File: config.mk
export PLATFORM = sky130hd
export DESIGN_NAME = perf_counter_bank_flat
export DESIGN_NICKNAME = d
export VERILOG_FILES = /design/src/rtl/perf_counter_bank_pkg.sv /design/src/rtl/perf_counter_bank_if.sv /design/src/rtl/perf_counter_bank_counter.sv /design/src/rtl/perf_counter_bank.sv /design/src/flat_wrapper.sv
export SDC_FILE = /design/constraint.sdc
export NUM_CORES = 1
export LEC_CHECK = 0
export BUFFER_PORTS_ARGS = -buffer_cell sky130_fd_sc_hd__clkbuf_2
export CORE_ASPECT_RATIO = 1.75
export CORE_MARGIN = 2
export CORE_UTILIZATION = 50
export CTS_BUF_LIST = sky130_fd_sc_hd__clkbuf_8
export DETAILED_ROUTE_END_ITERATION = 16
export PLACE_DENSITY = 0.8
export SETUP_SLACK_MARGIN = 0.15
export SLEW_MARGIN = 20
export SYNTH_ARGS = -nofsm -noshare
export SYNTH_HDL_FRONTEND = slang
export SYNTH_SLANG_ARGS = --single-unit
File: constraint.sdc
create_clock -name clk -period 3.5 [get_ports clk]
set_clock_uncertainty 0.1 [all_clocks]
set_input_delay 0.35 -clock clk [delete_from_list [all_inputs] [get_ports clk]]
set_output_delay 0.35 -clock clk [all_outputs]
set_load 0.05 [all_outputs]
File: src/rtl/perf_counter_bank_pkg.sv
// Shared register map and CTRL bit positions for the performance-counter bank.
package perf_pkg;
  localparam logic [7:0] PERF_CTRL     = 8'h00;
  localparam logic [7:0] PERF_STATUS   = 8'h01;
  localparam logic [7:0] PERF_CYCLE    = 8'h02;
  localparam logic [7:0] PERF_EVT_BASE = 8'h03;

  localparam int CTRL_EN     = 0;
  localparam int CTRL_FRZ    = 1;
  localparam int CTRL_CLR    = 2;
  localparam int CTRL_OVF_IE = 3;

  // Counter k: 0 is CYCLE, k>=1 is EVT(k-1).
  function automatic logic [7:0] cnt_addr(input int k);
    return (k == 0) ? PERF_CYCLE : PERF_EVT_BASE + 8'(k - 1);
  endfunction
endpackage

File: src/rtl/perf_counter_bank_if.sv
// Word-addressed read/write port from the data-space splitter high half.
interface perf_counter_bank_if;
  logic [63:0] addr;
  logic [63:0] wdata;
  logic        wren;
  logic [63:0] rdata;

  modport master (output addr, wdata, wren, input rdata);
  modport slave  (input addr, wdata, wren, output rdata);
endinterface

File: src/rtl/perf_counter_bank_counter.sv
// One loadable wrapping counter; ovf flags the increment that wraps to zero.
module perf_counter #(
  parameter int CNT_W = 64
) (
  input  logic             clk,
  input  logic             rst,
  input  logic             inc,
  input  logic             load,
  input  logic [CNT_W-1:0] load_val,
  input  logic             clr,
  output logic [CNT_W-1:0] value,
  output logic             ovf
);
  // Only a real increment can wrap; clr and load both win over it.
  assign ovf = inc && !load && !clr && (&value);

  always_ff @(posedge clk) begin
    if (rst || clr)  value <= '0;
    else if (load)   value <= load_val;
    else if (inc)    value <= value + CNT_W'(1);
  end
endmodule

File: src/rtl/perf_counter_bank.sv
// Perf-counter responder: decode, CTRL/STATUS, counter array, 1-cycle registered read.
module perf_counter_bank
  import perf_pkg::*;
#(
  parameter int NUM_EVT = 4,
  parameter int CNT_W   = 64
) (
  input  logic                clk,
  input  logic                rst,
  perf_counter_bank_if.slave  bus,
  input  logic [NUM_EVT-1:0]  evt,
  output logic                irq_ovf
);
  logic [7:0]                    a;
  logic [3:0]                    ctrl;
  logic [NUM_EVT:0]              status;
  logic [NUM_EVT:0]              w1c;
  logic [NUM_EVT:0][CNT_W-1:0]   cnt_val;
  logic [NUM_EVT:0]              cnt_inc, cnt_load, cnt_ovf;
  logic                          wr_ctrl, wr_status, ctrl_clr, count_en;
  logic [63:0]                   rd_next;
  logic                          unused_addr_hi;

  assign a              = bus.addr[7:0];
  assign unused_addr_hi = ^bus.addr[63:8];
  assign wr_ctrl        = bus.wren && (a == PERF_CTRL);
  assign wr_status      = bus.wren && (a == PERF_STATUS);
  assign ctrl_clr       = wr_ctrl && bus.wdata[CTRL_CLR];
  assign count_en       = ctrl[CTRL_EN] && !ctrl[CTRL_FRZ];
  assign cnt_inc        = {evt & {NUM_EVT{count_en}}, count_en};
  assign w1c            = wr_status ? bus.wdata[NUM_EVT:0] : '0;

  genvar k;
  for (k = 0; k <= NUM_EVT; k++) begin : g_cnt
    assign cnt_load[k] = bus.wren && (a == cnt_addr(k));
    perf_counter #(.CNT_W(CNT_W)) u_cnt (
      .clk      (clk),
      .rst      (rst),
      .inc      (cnt_inc[k]),
      .load     (cnt_load[k]),
      .load_val (bus.wdata[CNT_W-1:0]),
      .clr      (ctrl_clr),
      .value    (cnt_val[k]),
      .ovf      (cnt_ovf[k])
    );
  end

  always_comb begin
    rd_next = '0;
    if (a == PERF_CTRL)        rd_next[3:0]       = ctrl;
    else if (a == PERF_STATUS) rd_next[NUM_EVT:0] = status;
    else
      for (int i = 0; i <= NUM_EVT; i++)
        if (a == cnt_addr(i)) rd_next[CNT_W-1:0] = cnt_val[i];
  end

  always_ff @(posedge clk) begin
    if (rst) begin
      ctrl      <= '0;
      status    <= '0;
      irq_ovf   <= 1'b0;
      bus.rdata <= '0;
    end else begin
      if (wr_ctrl) begin
        ctrl           <= bus.wdata[3:0];
        ctrl[CTRL_CLR] <= 1'b0;
      end
      // A fresh wrap re-sets its bit even if software clears it this cycle.
      status    <= (status & ~w1c) | cnt_ovf;
      irq_ovf   <= (|status) && ctrl[CTRL_OVF_IE];
      bus.rdata <= rd_next;
    end
  end
endmodule

File: src/flat_wrapper.sv
// flat-port wrapper written by rule: the top's interface ports become plain ports
module perf_counter_bank_flat import perf_pkg::*;
#(
  parameter int NUM_EVT = 4,
  parameter int CNT_W   = 64
)
  (clk, rst, evt, irq_ovf, bus_addr, bus_wdata, bus_wren, bus_rdata);
  perf_counter_bank_if bus_i ();
  input  logic clk;
  input  logic rst;
  input  logic [NUM_EVT-1:0] evt;
  output logic irq_ovf;
  input wire logic [$bits(bus_i.addr)-1:0] bus_addr;
  input wire logic [$bits(bus_i.wdata)-1:0] bus_wdata;
  input wire logic [$bits(bus_i.wren)-1:0] bus_wren;
  output wire logic [$bits(bus_i.rdata)-1:0] bus_rdata;
  assign bus_i.addr = bus_addr;
  assign bus_i.wdata = bus_wdata;
  assign bus_i.wren = bus_wren;
  assign bus_rdata = bus_i.rdata;
  perf_counter_bank #(.NUM_EVT(NUM_EVT), .CNT_W(CNT_W)) u_core (.clk(clk), .rst(rst), .bus(bus_i), .evt(evt), .irq_ovf(irq_ovf));
endmodule
==> metrics.md <==
| Metric | Value |
|---|---|
| Critical path arrival | `3560 ps` |
| CTS buffer count | `between 50 and 60` |
| Detailed Route Iter0 Violations | `2236` |
| Final min period | `3130 ps` |
| Core Util, Final | `0.578` |
| Lkg Pwr | `7.52 nW` |
| Global-route wire length before repair | `115000 um` |
| Final Cycle Share | `0.895` |
| CP Launch Type | `flop` |
| Syn avg cell area | `between 7 and 8 um2` |
| Placed cell areas | `approximately 22000 um2` |
| Initial cell density of the core | `0.504` |
| WL/cell | `22.5 um` |
| Commonest non-fill, non-tap cell in the layout | `dfxtp_1` |
| Met3 wire len | `between 5000 and 6000 um` |
| Worst-skew pair later-pin latency | `around 660 ps` |
| Boundary Pins | `200` |
| Max cap viols | `0` |
| Worst-margin pin slew | `slightly below 900 ps` |
| Final WS setup | `approximately 370 ps` |
| Worst vdd ir | `a little over 0.3 mV` |
| Register area share after synthesis | `0.376` |
| Detail Route Antenna Nets | `0` |
| Die width | `159 um` |
| CP cell instances | `nand4b_1 -> nor4_4 -> nand3_2 -> nor4_1 -> xnor2_1 -> a21oi_1` |
| Final wirelength | `approximately 76000 um` |
| Finished Cell Area | `24000 um2` |
| Finished Layout Cells | `between 3000 and 4000` |
| Core area | `just over 40000 um2` |
| RD Place Congestion | `between 0.9 and 1` |
| Worst-path clk slew | `approximately 70 ps` |
| Clock Root Buffer | `clkbuf_8` |
| Pwr per Cell Area | `364 nW/um2` |
| Die area | `43500 um2` |
| Critical Path Fanout Max | `10` |
| Placed cell count | `3213` |
| Top routing layer used | `met4` |
| Vias | `between 20000 and 25000` |
| Post-Synthesis Cells | `2631` |
| Post-CTS Setup Bufs | `0` |
| Grt total ovfl | `0` |
| Critical path's slowest cell | `nor4_1` |
| Largest stage delay, worst path | `630 ps` |
| All-Layer GR Usage | `0.341` |
| Critical path class | `flop to flop` |
| Async SR Flop Fraction | `0` |
| Worst Path Required | `about 4000 ps` |
| Vias in the first global route | `20933` |
| # fillers | `around 3700` |
| Vias per cell | `6.42` |
| Pre-CTS setup slack | `522 ps` |
| FP Rows | `99` |
| Crit end category | `flop` |
| Yosys warns | `0` |
| I/O Buffers | `143` |
| Met2 Wirelength | `36000 um` |
| Area grow syn2layout | `14.8%` |
| Layout cell share with drive strength beyond 1 | `0.117` |
| Mapped Area | `20900 um2` |
| Synthesis-stage register bit count | `393` |
| Cell variety after synth | `slightly below 60` |
| Clk sinks | `393` |
| Hold-critical path depth | `3` |
| Nets | `approximately 2900` |
| RSZ-0062 raised after global routing | `no` |
| Remaining DRCs | `0` |
| Fmax | `between 300 and 400 MHz` |
| Longest Clk Path Bufs | `3` |
| Hold Crit Class | `input pin to flop` |
| Post-Route M1 WL | `24900 um` |
| Final setup viols | `0` |
| 1st-pass router iterations | `6` |
| Rel. slew slack | `0.411` |
| Syn nets | `between 2000 and 3000` |
| Overall Power | `8.73 mW` |
| Reg2Reg Depth | `6` |
| HPWL Detailed | `~53000 um` |
| Slew Viols, Final | `0` |
| Final hold vios | `0` |
| Initial antenna violation count | `1` |
| Pin count of the biggest net entering global routing | `129` |
| Outcome | `finished, final reports clean` |
| Setup TNS Final | `0 ps` |
| Die Y | `roughly 270 um` |
| H-tree levels | `2` |
| CTS tree | `built` |
| Most frequent cells in the layout | `393 x dfxtp_1, 229 x nand2_1, 229 x o21ai_0` |
| Post-synth EDFFs | `0` |
| Min Hold Slack | `3.30 ps` |
| Most common flop cell mapped by yosys | `dfxtp_1` |
-- power breakdown --
group | internal [mW] | total [mW] | switching, mW | leakage, nW
clock network | 1.98 | 3.85 | 1.87 | 0.685
registers | 4.48 | 4.49 | 0.0118 | 3.16
logic | 0.126 | 0.383 | 0.256 | 3.67
-- layout make-up --
class                      count  area, um2  share of cell area
multi-input combinational   2030      12300               0.515
sequential                   393       7870               0.328
timing repair buffer         253       1790              0.0747
clock buffer                  75       1030              0.0430
tap                          555        694              0.0289
clock inverter                28        155             0.00647
inverter                      27        101             0.00422
antenna                        1       2.50            0.000104
-- state kept, by name (all words and copies together) (netlist names) --
register	flops
u_core.status	5
u_core.irq_ovf	1
u_core.bus.rdata	64
u_core.g_cnt.u_cnt.value	320
u_core.ctrl	3
-- repair_timing --
item	in CTS	in global routing
hold endpoints to repair	153	0
gates resized for setup	0	0
setup endpoints to repair	0	0
hold buffers	45	0
-- synthesized netlist by cell type, drive strengths merged, types with 87 or more instances --
cell type    n  area share
xor2       137       0.057
nand2      231       0.041
dfxtp      393        0.38
nor2       190       0.034
a21oi      227       0.055
clkbuf     162       0.029
xnor2      168       0.070
nor3        97       0.025
nand4       92       0.028
a22oi      122       0.044
o21ai      229       0.055
nand3      133       0.032
a211oi      87       0.031
-- metal layers --
layer,vias up,GRT usage
met3,462,0.0552
met1,10034,0.344
li1,9892,-
met5,-,0
met2,1206,0.569
met4,0,0.358
-- path summary, 6_finish.rpt --
kind	from	to	slack (ps)
max	u_core.ctrl[0]	u_core.g_cnt[2].u_cnt.value[44]	370
min	bus_wdata[54]	u_core.g_cnt[2].u_cnt.value[54]	3
max reg2reg	u_core.ctrl[0]	u_core.g_cnt[2].u_cnt.value[44]	370
min reg2reg	u_core.ctrl[3]	u_core.ctrl[3]	380
-- cells by family (layout without fill, tap and decap cells) --
group,after synthesis,after routing,share of synthesized area
compound gates,764,764,0.216
xor+xnor,305,305,0.128
fa+ha+maj,5,5,0.00299
buf+inv,208,383,0.0384
flops,393,393,0.376
mux,12,12,0.00581
other cells,0,1,0
simple gates,944,944,0.232
-- critical path: cells and delay by family (launching register included) --
kind / cells / cell delay, ps
DFF: 1 / 590
AOI/OAI and AO/OA: 1 / 90
and+or+nand+nor: 4 / 2020
xor gates and xnor gates: 1 / 200
(Power assumes the default switching activity.)
